[config.mk]
export PLATFORM = sky130hd
export DESIGN_NAME = cpu_regbank
export DESIGN_NICKNAME = d
export VERILOG_FILES = /design/src/rtl/cpu_regbank.sv
export SDC_FILE = /design/constraint.sdc
export NUM_CORES = 1
export LEC_CHECK = 0
export CAP_MARGIN = 40
export CELL_PAD_IN_SITES_DETAIL_PLACEMENT = 1
export CELL_PAD_IN_SITES_GLOBAL_PLACEMENT = 1
export CORE_MARGIN = 2
export CORE_UTILIZATION = 35
export CTS_CLUSTER_DIAMETER = 150
export DETAILED_ROUTE_END_ITERATION = 6
export DONT_BUFFER_PORTS = 1
export PLACE_DENSITY_LB_ADDON = 0.1
export SYNTH_ARGS = -nofsm -noshare
export SYNTH_HDL_FRONTEND = slang
export SYNTH_SLANG_ARGS = --single-unit
[constraint.sdc]
create_clock -name clk -period 2 [get_ports clk]
set_clock_uncertainty 0.1 [all_clocks]
set_input_delay 0.4 -clock clk [delete_from_list [all_inputs] [get_ports clk]]
set_output_delay 0.4 -clock clk [all_outputs]
set_load 0.005 [all_outputs]
[src/rtl/cpu_regbank.sv]
// CPU-mapped register bank: shadowed registers copied to their active copies on a
// commit, plus self-clearing strobe registers that hold their value for PULSE_LEN cycles.
module cpu_regbank #(
    parameter int                            NUM_REGS   = 8,
    parameter int                            DATA_W     = 32,
    parameter int                            ADDR_W     = 9,
    parameter int                            BASE_ADDR  = 0,
    parameter logic [NUM_REGS-1:0]           PULSE_MASK = 'h03,
    parameter int                            PULSE_LEN  = 4,
    parameter logic [NUM_REGS*DATA_W-1:0]    RESET_VAL  = '0
) (
    input  logic                       clk,
    input  logic                       nRST,
    input  logic                       cpu_wr_n,
    input  logic                       cpu_rd_n,
    input  logic [ADDR_W-1:0]          cpu_addr,
    input  logic [DATA_W/8-1:0]        cpu_be,
    input  logic [DATA_W-1:0]          cpu_wdata,
    output logic [DATA_W-1:0]          cpu_rdata,
    output logic                       cpu_rvalid,
    output logic [NUM_REGS*DATA_W-1:0] reg_out,
    output logic                       commit_pulse,
    output logic                       err_unmapped
);

    localparam int NB = DATA_W / 8;

    logic [ADDR_W-1:0]          w_off;
    logic                       w_in_range;
    logic                       w_is_reg;
    logic                       w_is_ctrl;
    logic                       w_wr;
    logic                       w_rd;
    logic                       w_ctrl_wr;
    logic                       w_commit;
    logic                       w_err_clr;
    logic                       w_err_set;
    logic [DATA_W-1:0]          w_mask;
    logic [NUM_REGS-1:0]        w_sel;
    logic [NUM_REGS-1:0]        w_shadow_wr;
    logic [NUM_REGS*DATA_W-1:0] w_rd_flat;
    logic [DATA_W-1:0]          w_rd_mux;

    logic [DATA_W-1:0]          r_rdata;
    logic                       r_rvalid;
    logic                       r_commit;
    logic                       r_err;
    logic                       r_dirty;

    // Addresses below BASE_ADDR must not wrap into the mapped window.
    assign w_off      = cpu_addr - ADDR_W'(BASE_ADDR);
    assign w_in_range = {1'b0, cpu_addr} >= (ADDR_W + 1)'(BASE_ADDR);
    assign w_is_reg   = w_in_range && (w_off < ADDR_W'(NUM_REGS));
    assign w_is_ctrl  = w_in_range && (w_off == ADDR_W'(NUM_REGS));

    // A write wins over a simultaneous read; the read is then dropped.
    assign w_wr      = ~cpu_wr_n;
    assign w_rd      = ~cpu_rd_n & cpu_wr_n;
    assign w_ctrl_wr = w_wr & w_is_ctrl & cpu_be[0];
    assign w_commit  = w_ctrl_wr & cpu_wdata[0];
    assign w_err_clr = w_ctrl_wr & cpu_wdata[1];
    assign w_err_set = (w_wr | w_rd) & ~w_is_reg & ~w_is_ctrl;

    for (genvar b = 0; b < NB; b++) begin : g_mask
        assign w_mask[b*8 +: 8] = {8{cpu_be[b]}};
    end

    for (genvar i = 0; i < NUM_REGS; i++) begin : g_reg
        assign w_sel[i] = w_wr & w_is_reg & (w_off == ADDR_W'(i));

        if (PULSE_MASK[i]) begin : g_strobe
            logic [DATA_W-1:0] r_val;
            logic [7:0]        r_hold;

            always_ff @(posedge clk or negedge nRST) begin
                if (!nRST) begin
                    r_val  <= '0;
                    r_hold <= '0;
                end else if (w_sel[i]) begin
                    r_val  <= (r_val & ~w_mask) | (cpu_wdata & w_mask);
                    r_hold <= 8'(PULSE_LEN);
                end else if (r_hold != 8'd0) begin
                    r_hold <= r_hold - 8'd1;
                    if (r_hold == 8'd1) begin
                        r_val <= '0;
                    end
                end
            end

            assign w_shadow_wr[i]              = 1'b0;
            assign w_rd_flat[i*DATA_W +: DATA_W] = r_val;
            assign reg_out[i*DATA_W +: DATA_W]   = r_val;
        end else begin : g_shadow
            localparam logic [DATA_W-1:0] L_RST = RESET_VAL[i*DATA_W +: DATA_W];
            logic [DATA_W-1:0] r_shadow;
            logic [DATA_W-1:0] r_active;

            always_ff @(posedge clk or negedge nRST) begin
                if (!nRST) begin
                    r_shadow <= L_RST;
                    r_active <= L_RST;
                end else begin
                    if (w_sel[i]) begin
                        r_shadow <= (r_shadow & ~w_mask) | (cpu_wdata & w_mask);
                    end
                    if (w_commit) begin
                        r_active <= r_shadow;
                    end
                end
            end

            assign w_shadow_wr[i]              = w_sel[i] & (|cpu_be);
            assign w_rd_flat[i*DATA_W +: DATA_W] = r_shadow;
            assign reg_out[i*DATA_W +: DATA_W]   = r_active;
        end
    end

    always_comb begin
        w_rd_mux = '0;
        if (w_is_reg) begin
            for (int k = 0; k < NUM_REGS; k++) begin
                if (w_off == ADDR_W'(k)) begin
                    w_rd_mux = w_rd_flat[k*DATA_W +: DATA_W];
                end
            end
        end else if (w_is_ctrl) begin
            w_rd_mux = {{(DATA_W-2){1'b0}}, r_err, r_dirty};
        end
    end

    // Read handshake: cpu_rvalid pulses one cycle after each accepted read
    // (cpu_rd_n=0, cpu_wr_n=1) with cpu_rdata valid alongside; no backpressure.
    always_ff @(posedge clk or negedge nRST) begin
        if (!nRST) begin
            r_rdata  <= '0;
            r_rvalid <= 1'b0;
            r_commit <= 1'b0;
            r_err    <= 1'b0;
            r_dirty  <= 1'b0;
        end else begin
            r_rvalid <= w_rd;
            r_commit <= w_commit;
            if (w_rd) begin
                r_rdata <= w_rd_mux;
            end
            if (w_err_set) begin
                r_err <= 1'b1;
            end else if (w_err_clr) begin
                r_err <= 1'b0;
            end
            if (w_commit) begin
                r_dirty <= 1'b0;
            end else if (|w_shadow_wr) begin
                r_dirty <= 1'b1;
            end
        end
    end

    assign cpu_rdata    = r_rdata;
    assign cpu_rvalid   = r_rvalid;
    assign commit_pulse = r_commit;
    assign err_unmapped = r_err;

endmodule

Yosys cells after proc, flatten, opt, wreduce, memory -nomap -nowiden --
Index checks and enable logic that the tools add are counted.
Word-level totals: bits in registers 500, latch bits 0, bits in writable memories 0, ROM bits 0, word-level logic and storage cells 116, memories kept 0
Operators by class: add/sub/neg operators 2, multipliers 0, divide/modulo/power cells 0, order comparisons 1, eq/ne operators 10, shift operators 0, multiplexer cells 24, bitwise operators 45, reduce and logical (&&, ||, !) cells 13
Operators with widths (number):
- 32-bit 2-to-1 mux | 15
- 32-bit bitwise AND | 9
- 32-bit OR | 8
- 9-bit by 3-bit == test with 1-bit output (second input constant) | 4
- 8-bit 2-to-1 mux | 4
- 32-bit inverter | 1
- 1-bit bitwise AND | 22
- 9-bit by 2-bit == test with 1-bit output (second input constant) | 2
- 8-bit by 1-bit == test with 1-bit output (second input constant) | 2
- 8-bit nonzero test | 2
- 8-bit by 1-bit subtractor with 8-bit output (second input constant) | 2
- 2-bit nonzero test | 6
- 9-bit by 1-bit == test with 1-bit output (second input constant) | 1
- 9-bit by 4-bit == test with 1-bit output (second input constant) | 1
- 9-bit zero test | 1
- 9-bit by 4-bit less-than comparator with 1-bit output (second input constant) | 1
- 6-bit OR reduction | 1
- 1-bit 2-to-1 mux | 4
- 1-bit inverter | 4
- 2-bit AND reduction | 2
- 4-bit OR reduction | 1
- 2-bit 2-to-1 mux | 1
- 1-bit OR | 1

Depth between registers and ports, before layout --
Gate-level depths: netlist (run 1).
depth after elaboration 10, mapped depth 8, mapped depth without buffers 6

Worst setup path before layout (run 1) --
No wires, ideal clock.
kind input-to-reg, start input cpu_addr[2], end register g_reg[4].g_shadow.r_active[0], arrival time 2.191 ns, required time 1.775 ns, slack -0.416 ns, stages on the path 8, path buffers 4, path through buf_6 -> or4b_4 -> nor4_4 -> and3_1 -> buf_4 -> buf_12 -> buf_12 -> mux2_4
On the way: word-level cells in the longest chain between the ends 4
Ends and longest elaborated chain:
- start, declared | RTL line 16 | input logic [ADDR_W-1:0] cpu_addr,
- 9-bit by 4-bit == test with 1-bit output | RTL line 54 | assign w_is_ctrl = w_in_range && (w_off == ADDR_W'(NUM_REGS));
- 1-bit bitwise AND (2 in a row) | RTL line 59 | assign w_ctrl_wr = w_wr & w_is_ctrl & cpu_be[0];
- 1-bit bitwise AND | RTL line 60 | assign w_commit = w_ctrl_wr & cpu_wdata[0];
- end signal, assigned | RTL line 107 | r_active <= r_shadow;
- end, declared | RTL line 96 | logic [DATA_W-1:0] r_active;
Every way passes these cells. A chain may end at the register's enable or synchronous reset.

Worst setup path after layout (run 1) --
start register g_reg[1].g_strobe.r_hold[0], end register g_reg[1].g_strobe.r_hold[7]
On the way: word-level cells in the longest chain between the ends 3, elaborated cells on any way between the ends 5
Ends and longest elaborated chain:
- start, declared | RTL line 73 | logic [7:0] r_hold;
- start signal, assigned | RTL line 81 | r_hold <= 8'(PULSE_LEN);
- start signal, assigned | RTL line 83 | r_hold <= r_hold - 8'd1;
- 8-bit by 1-bit subtractor with 8-bit output | RTL line 83
- 8-bit 2-to-1 mux | RTL line 82 | end else if (r_hold != 8'd0) begin
- 8-bit 2-to-1 mux | RTL line 79 | end else if (w_sel[i]) begin
Several ways; a longest one is shown, not always the timed one. The select of a mux whose other input is x is not followed.

==> results.ini, run 1 <==
[synthesis]
synth_edf_count = 0
yosysWarnings = 0
ys_top_cells_by_count = dfrtp_1, mux2_2, nand2_1
post-synth-top-area-cell = dfrtp_1
yosysUniqueCellTypes = 62
synth_fa_ha_area_share_pct = 0.227
synth_xor_area_share_pct = 0.159
synth_area_leaders = dfrtp_1, mux2_2, mux2_4
async_reset_ff_share_pct = 100
syn_nets = 1694
synth_top_family_by_area = multiplexers
synth_compound_area_share_pct = 7.77
ys_seq_elements = 500
synth_seq_area_share_pct = 56.7
synth_top_flop_cell = dfrtp_1
muxShareOfSynthArea_pct = 25.3
syn_area_sq_um = 22100
synthCells = 1641
synthSimpleGateAreaFrac_pct = 6.70
synth_top_area_share_pct = 56.7
synth.most_common_cell = dfrtp_1
avgSynthCellArea_sq_um = 13.5

[finish]
fillers = 6434
drive_gt1_share_pct = 35.0
seqCellArea_sq_um = 12500
final_cells = 2630
final_area_sq_um = 26300
area_delta_synth_final_pct = 19.2
finalNetCount = 1799
multi_input_area_sq_um = 9030
antenna_cells = 0

[clocking]
cts_buffer_depth = 3
cts.sinks = 500
cts_tree = done
clk_pin_slew_ns = 0.06
cts.htree.levels = 2
cts-root-buf = clkbuf_16
cts_buffers = 57
ctsHoldBuffers = 41
insertion_delay_ns = 0.61

[sta]
period_needed_ns = 1.96
drv_slew = 92
tns_ns = 0
fin_crit_sh_pct = 97.9
grt_setup_unrepaired = yes
setup_viol = 0
hold_ws_ns = -0.602
relSlewSlack_pct = -9.58
max_freq_ghz = 0.511
finalHoldViolations = 500
worstMarginPinSlew_ns = 1.64

[routing]
vias = 14158
wirelength_mm = 72.0
viasPerCell = 5.38
ant_nets = 0
first_iter_violations = 856
wire_per_inst_microns = 27.4
dr.pass1.iters = 5
drc = 0

[floorplan]
row_count = 92
die_area_sq_um = 65100
start_util_pct = 35.2
ios = 340
die_h_microns = 255
die_w_microns = 255
core_area_sq_um = 62700

[setup_path]
path_class = flop to flop
crit_arrival_ns = 2.32
cp_max_fo = 4
crit_required_ns = 2.36
start_kind = flop
endpoint_kind = flop

[placed_design]
post-dp-hpwl_mm = 45.6
placedCellCount = 2491
routabilityCongestion = 0.766
placed_area_sq_um = 24000
io_buffers = 0

[pwr]
p_leak_nw = 12.2
finalPower_mw = 22.4
ir_drop_mv = 0.602
power_density_nw_per_um2 = 852

[global_route]
grt_max_degree = 501
antenna_found_initial = 4
grt_pass1_vias = 15190
grt_overflow = 0
grt.total_usage_pct = 22.1
grt_pass1_wl_mm = 106

[status]
violations = hold timing, slew limit
status = finished with violations

[job]
maxCapViolations = 0

[worst_hold_path]
hp-class = primary input to asynchronous set/reset pin

==> where the power goes <==
group	leakage, nW	total [mW]	internal (mW)	switching (mW)
registers	6.93	10.6	10.4	0.235
logic	4.33	1.22	0.588	0.630
clock network	0.940	10.6	6.36	4.25
==> worst max-delay path, cell delays in order, from the launching register on <==
cell	delay [ns]
dfrtp_1	0.40
buf_4	0.15
or4_1	0.58
nor4_1	0.29
mux2i_1	0.24
nor2_1	0.05
==> cell usage in the layout, fill, tap and decap left out, drive strengths merged, types with 3 or more instances in the layout <==
master       count
and4             3
or4              4
nor4             8
inv              9
nor2b           11
dlygate4sd3     40
nand2          148
xnor2            3
bufinv           4
nand4           13
o2bb2ai         47
and2             6
nor3             4
dfrtp          500
buf            107
clkinv          12
mux4            15
and3b            3
a21oi           38
nor2            41
ha               4
nor3b            6
nand3           43
o21ai          113
clkbuf          79
nand2b           4
mux2           386
o31a            38
o2111ai          5
mux2i           52
a211oi           4
==> cell families after synthesis <==
family | count (synthesis)
adder cells (fa/ha/maj) | 4
XOR/XNOR | 4
AO/OA/AOI/OAI | 262
AND/OR/NAND/NOR | 308
flip-flops | 500
buffers and inverters | 110
multiplexers | 453
==> repair_timing <==
item / in CTS / in global routing
setup buffers: 1 / 0
endpoints found under the setup margin: 18 / 3
pin swaps: 1 / 0
endpoints found under the hold margin: 781 / 500
gates cloned: 0 / 0
gates resized for setup: 0 / 1
==> final cells by class <==
type	instances	share of cell area, %
Clock inverter	18	0.785
Inverter	9	0.128
Timing Repair Buffer	147	6.74
Tap cell	846	4.02
Clock buffer	79	6.43
Sequential cell	500	47.6
Multi-Input combinational cell	1031	34.3
==> metal layers <==
layer / GRT usage, % / part of all wire [%] / up-vias
met5: 0 / 0.018 / -
met4: 4.95 / 1.8 / 2
met3: 6.95 / 7.2 / 82
met2: 37.1 / 49 / 335
met1: 28.0 / 42 / 7560
li1: - / - / 6179
==> final timing paths <==
path,startpoint,slack [ns],depth (start not counted),to
worst min-delay path,nRST,-0.60,0,g_reg[6].g_shadow.r_active[18]$_DFFE_PN0P_
worst min register to register,flop,0.43,1,g_reg[5].g_shadow.r_active[2]$_DFFE_PN0P_
worst max register to register,g_reg[1].g_strobe.r_hold[0]$_DFFE_PN0P_,0.04,5,g_reg[1].g_strobe.r_hold[7]$_DFFE_PN0P_
min in group clk,cpu_wr_n,0.05,3,cpu_rvalid$_DFF_PN0_
max in group asynchronous,nRST,1.10,0,g_reg[7].g_shadow.r_active[4]$_DFFE_PN0P_
worst max-delay path,g_reg[1].g_strobe.r_hold[0]$_DFFE_PN0P_,0.04,5,g_reg[1].g_strobe.r_hold[7]$_DFFE_PN0P_
==> through the flow <==
step                      util, %  setup WS [ns]
after global placement       38.2         -0.376
after floorplan                 -         -0.409
after global routing         41.9        -0.0281
after detailed placement     38.2         -0.407
after CTS                    41.9         0.0197
final                        41.9         0.0425
(Power assumes the default switching activity.)
==> run 2: changes to the inputs <==
--- a/config.mk
+++ b/config.mk
@@ -8,6 +8,7 @@
 export CAP_MARGIN = 40
 export CELL_PAD_IN_SITES_DETAIL_PLACEMENT = 1
 export CELL_PAD_IN_SITES_GLOBAL_PLACEMENT = 1
+export CORE_ASPECT_RATIO = 1.75
 export CORE_MARGIN = 2
 export CORE_UTILIZATION = 35
 export CTS_CLUSTER_DIAMETER = 150
==> run 2 against run 1 <==
Against the previous run:
- the flow finishes with violations (hold timing)
- first-iteration DRC count is 29% lower
- routed wire length is 1.9% higher
- critical path depth is 1 lower
- worst hold slack worse by 0.0011 ns
==> results.ini, run 2 (synthesis gave the netlist of run 1 again) <==
[status]
status = finished with violations
violations = hold timing

[setup_path]
critPathTopFamily = simple AND/OR/NAND/NOR gates
timing.rr.end = g_reg[0].g_strobe.r_hold[7]$_DFFE_PN0P_
endpoint_kind = flop
worst-path-buf-inv = 0
start_kind = flop
cp_cell_sequence = or3_4 -> a2111o_1 -> or4_4 -> a21oi_2
critPathSlowestCell = or4_4
cp_max_fo = 3
critical-path-max-stage-delay_ns = 0.43
path_class = flop to flop
r2r_slack_ns = 0.05
r2r_cells = 4
crit_required_ns = 2.44
crit_arrival_ns = 2.39
r2r-start = g_reg[0].g_strobe.r_hold[1]$_DFFE_PN0P_

[finish]
final_cell_mix = dfrtp_1, mux2_2, nand2_1
drive_gt1_share_pct = 35.5
finalNetCount = 1800
mostFrequentLayoutCell = dfrtp_1
utilization_pct = 41.8
area_delta_synth_final_pct = 18.2
fillers = 6353

[pwr]
finalPower_mw = 21.9
p_leak_nw = 12.2
power_density_nw_per_um2 = 841
ir_drop_mv = 0.742

[sta]
setup_viol = 0
fin_ws_ns = 0.0474
finalHoldViolations = 500
drv_slew = 0
relSlewSlack_pct = 29.9
worstMarginPinSlew_ns = 1.05
max_freq_ghz = 0.512
period_needed_ns = 1.95
grt_setup_unrepaired = no
tns_ns = 0
hold_ws_ns = -0.603
fin_crit_sh_pct = 97.6

[routing]
viasPerCell = 5.43
vias = 14049
first_iter_violations = 612
dr.pass1.iters = 4
drc = 0
wire_per_inst_microns = 28.4
ant_nets = 0
wirelength_mm = 73.4

[clocking]
cts_tree = done
cts.htree.levels = 2
ctsHoldBuffers = 40
cts_buffers = 49
clk_pin_slew_ns = 0.07
cts_buffer_depth = 3
cts.sinks = 500
insertion_delay_ns = 0.61
cts-root-buf = clkbuf_16

[global_route]
grt_overflow = 0
antenna_found_initial = 1
grt_pass1_wl_mm = 109
grt_pass1_vias = 15484
grt_max_degree = 501
grt.total_usage_pct = 22.5

[job]
maxCapViolations = 0

[placed_design]
dp_worst_setup_slack_ns = -0.435
post-dp-hpwl_mm = 48.2
routabilityCongestion = 0.755
io_buffers = 0

[floorplan]
start_util_pct = 35.4
die_w_microns = 194
die_area_sq_um = 65200
row_count = 121
die_h_microns = 336
ios = 340
core_area_sq_um = 62400

[worst_hold_path]
hp-class = primary input to asynchronous set/reset pin

## run 2: what timing repair did
action / CTS / global route
hold endpoints to repair: 786 / 500
endpoints found under the setup margin: 22 / 11
buffers inserted: 1 / 0
pin swaps: 1 / 0
resized for setup: 0 / 5
## run 2: layout make-up
type | instances | area [sq um] | area share [%]
sequential | 500 | 12500 | 48.0
timing repair buffer | 156 | 1730 | 6.65
clock buffer | 68 | 1460 | 5.60
tap | 799 | 1000 | 3.83
antenna | 1 | 2.50 | 0.00959
inverter | 9 | 33.8 | 0.129
multi-input combinational | 1031 | 9050 | 34.7
clock inverter | 23 | 298 | 1.14
## run 2: power by group
| group | total, mW | internal, mW | switching (mW) |
|---|---|---|---|
| registers | 10.6 | 10.4 | 0.244 |
| clock network | 10.1 | 5.91 | 4.21 |
| logic | 1.22 | 0.591 | 0.627 |
## run 2: metal layers
layer / vias up / part of all wire (%) / GRT usage [%] / routed length, microns
li1: 6178 / - / - / -
met1: 7401 / 38 / 25.7 / 27900
met5: - / 0 / 0 / 0
met3: 96 / 7.3 / 6.71 / 5370
met2: 374 / 52 / 40.6 / 38400
met4: 0 / 2.4 / 6.27 / 1730
## run 2: how the worst max path moves through the flow
stage,from,endpoint,slack [ns],cells past startpoint
after global routing,g_reg[0].g_strobe.r_hold[1]$_DFFE_PN0P_,g_reg[0].g_strobe.r_hold[7]$_DFFE_PN0P_,0.02,4
after floorplan,cpu_addr[2],g_reg[4].g_shadow.r_active[0]$_DFFE_PN0P_,-0.41,8
after detailed placement,cpu_addr[0],g_reg[3].g_shadow.r_active[21]$_DFFE_PN0P_,-0.43,6
final,g_reg[0].g_strobe.r_hold[1]$_DFFE_PN0P_,g_reg[0].g_strobe.r_hold[7]$_DFFE_PN0P_,0.05,4
after CTS,g_reg[0].g_strobe.r_hold[1]$_DFFE_PN0P_,g_reg[0].g_strobe.r_hold[7]$_DFFE_PN0P_,0.005,4
after global placement,cpu_addr[0],g_reg[3].g_shadow.r_active[27]$_DFFE_PN0P_,-0.40,6
## run 2: through the flow
step / instance area (sq um) / cells
2_1_floorplan: 22200 / 1641
3_3_place_gp: 23800 / 2453
3_5_place_dp: 23900 / 2454
4_1_cts: 26100 / 2586
5_1_grt: 26100 / 2587
6_report: 26100 / 2587
==> run 3: changes to the inputs <==
--- a/config.mk
+++ b/config.mk
@@ -10,7 +10,7 @@
 export CELL_PAD_IN_SITES_GLOBAL_PLACEMENT = 1
 export CORE_ASPECT_RATIO = 1.75
 export CORE_MARGIN = 2
-export CORE_UTILIZATION = 35
+export CORE_UTILIZATION = 27
 export CTS_CLUSTER_DIAMETER = 150
 export DETAILED_ROUTE_END_ITERATION = 6
 export DONT_BUFFER_PORTS = 1
==> run 3 against run 2 <==
Against the previous run:
- the flow finishes with violations (hold timing, slew limit)
- non-clock buffer count shrank 1
- sequential power about the same
- sequential share of layout area is 0.66 points lower
- critical endpoint unchanged
- largest cell class unchanged
==> results.ini, run 3 (synthesis gave the netlist of run 1 again) <==
[routing]
viasPerCell = 4.97
wirelength_mm = 79.3
first_iter_violations = 716
wire_per_inst_microns = 27.9
ant_nets = 0
dr.pass1.iters = 4
drc = 0
vias = 14118

[sta]
period_needed_ns = 1.95
finalHoldViolations = 500
relSlewSlack_pct = -55.1
fin_crit_sh_pct = 97.6
worstMarginPinSlew_ns = 2.33
max_freq_ghz = 0.512
drv_slew = 257
grt_setup_unrepaired = no
setup_viol = 0
hold_ws_ns = -0.597

[setup_path]
critPathSlowestCell = or3_1
path_class = flop to flop
r2r-start = g_reg[0].g_strobe.r_hold[2]$_DFFE_PN0P_
r2r_slack_ns = 0.05
endpoint_kind = flop
cp_max_fo = 3
crit_arrival_ns = 2.38
cp_cell_sequence = or3_1 -> a2111o_1 -> or4_1 -> a21oi_1
crit_required_ns = 2.43
r2r_cells = 4
crit_start = g_reg[0].g_strobe.r_hold[2]$_DFFE_PN0P_
cp-endpoint = g_reg[0].g_strobe.r_hold[7]$_DFFE_PN0P_
start_kind = flop
critical-path-max-stage-delay_ns = 0.42
timing.rr.end = g_reg[0].g_strobe.r_hold[7]$_DFFE_PN0P_

[finish]
fillers = 8458
finalNetCount = 1803
seqCellArea_sq_um = 12500
final_cell_mix = dfrtp_1, mux2_2, nand2_1
mostFrequentLayoutCell = dfrtp_1
final_cells = 2840
drive_gt1_share_pct = 35.2
multi_input_area_sq_um = 9060
area_delta_synth_final_pct = 19.8

[placed_design]
io_buffers = 0
placedCellCount = 2703
routabilityCongestion = 0.728
post-dp-hpwl_mm = 51.6

[clocking]
cts.htree.levels = 2
cts_tree = done
cts.sinks = 500
cts-root-buf = clkbuf_16
cts_buffers = 53
insertion_delay_ns = 0.61
cts_buffer_depth = 3
ctsHoldBuffers = 41
clk_pin_slew_ns = 0.07

[pwr]
ir_drop_mv = 0.667
p_switching_mw = 5.26
clkPwrFrac_pct = 46.0
swShare_pct = 24.1
p_int_mw = 16.6
seqPwrFrac_pct = 48.5
p_leak_nw = 12.2
finalPower_mw = 21.8
comb_power_share_pct = 5.5
power_density_nw_per_um2 = 825

[job]
maxCapViolations = 0

[global_route]
grt_pass1_vias = 15411
grt_max_degree = 501
grt_overflow = 0
grt_pass1_wl_mm = 115
grt.total_usage_pct = 18.8
antenna_found_initial = 2

[floorplan]
row_count = 138
core_area_sq_um = 81000
die_area_sq_um = 84200
ios = 340
die_h_microns = 382
die_w_microns = 220
start_util_pct = 27.3

[status]
status = finished with violations
violations = hold timing, slew limit

[worst_hold_path]
hp-class = primary input to asynchronous set/reset pin

==> run 3: power by group through the flow <==
stage                     sequential, mW  clock, mW  combinational (mW)
final                               10.6       10.0                1.20
after global routing                10.6       10.8                1.34
after CTS                           10.6       10.5                1.21
after detailed placement            10.8          0                1.02
after global placement              10.8          0               0.984
after floorplan                     10.7          0               0.732
==> run 3: layout make-up <==
cell class                      count  area share (%)
Antenna cell                        2          0.0189
Clock buffer                       72            5.66
Clock inverter                     21           0.795
Inverter                            9           0.128
Multi-Input combinational cell   1031            34.3
Sequential cell                   500            47.3
Tap cell                         1050            4.97
Timing Repair Buffer              155            6.89
==> run 3: metrics by stage <==
step,utilization (%),setup WS (ns),area (sq um),setup TNS [ns]
4_1_cts,32.6,0.0236,26400,0
2_1_floorplan,-,-0.409,22200,-77.82
3_5_place_dp,30.0,-0.473,24300,-114.57
3_3_place_gp,30.0,-0.445,24300,-111.98
6_report,32.7,0.0475,26500,0
5_1_grt,32.7,0.00338,26500,0
==> run 3: worst max-delay path, delay by kind of cell, from the launching register on <==
kind	cells	cell delay, ns
AO/OA/AOI/OAI	2	0.57
AND/OR/NAND/NOR	2	0.83
flip-flops	1	0.38
==> run 3: timing repair <==
item                       4_1_cts  5_1_grt
setup buffers                    1        0
setup endpoints to repair       23       21
resized for setup                0        3
pin swaps                        1        1
hold endpoints to repair       781      500
gates cloned                     0        0
==> run 3: worst min-delay path by stage <==
stage / start / to / slack, ns
2_1_floorplan: nRST / asynchronous set/reset pin / 0.004
3_3_place_gp: nRST / g_reg[5].g_shadow.r_active[2]$_DFFE_PN0P_ / 0.04
3_5_place_dp: nRST / g_reg[6].g_shadow.r_active[2]$_DFFE_PN0P_ / 0.04
4_1_cts: nRST / g_reg[6].g_shadow.r_active[2]$_DFFE_PN0P_ / -0.64
5_1_grt: nRST / g_reg[6].g_shadow.r_active[2]$_DFFE_PN0P_ / -0.66
6_report: nRST / g_reg[7].g_shadow.r_active[2]$_DFFE_PN0P_ / -0.60
==> run 3: layer usage <==
metal	part of all wire [%]	track usage, %
met5	0	0
met2	49	32.2
met3	7.7	5.90
met4	2.3	4.88
met1	40	22.7
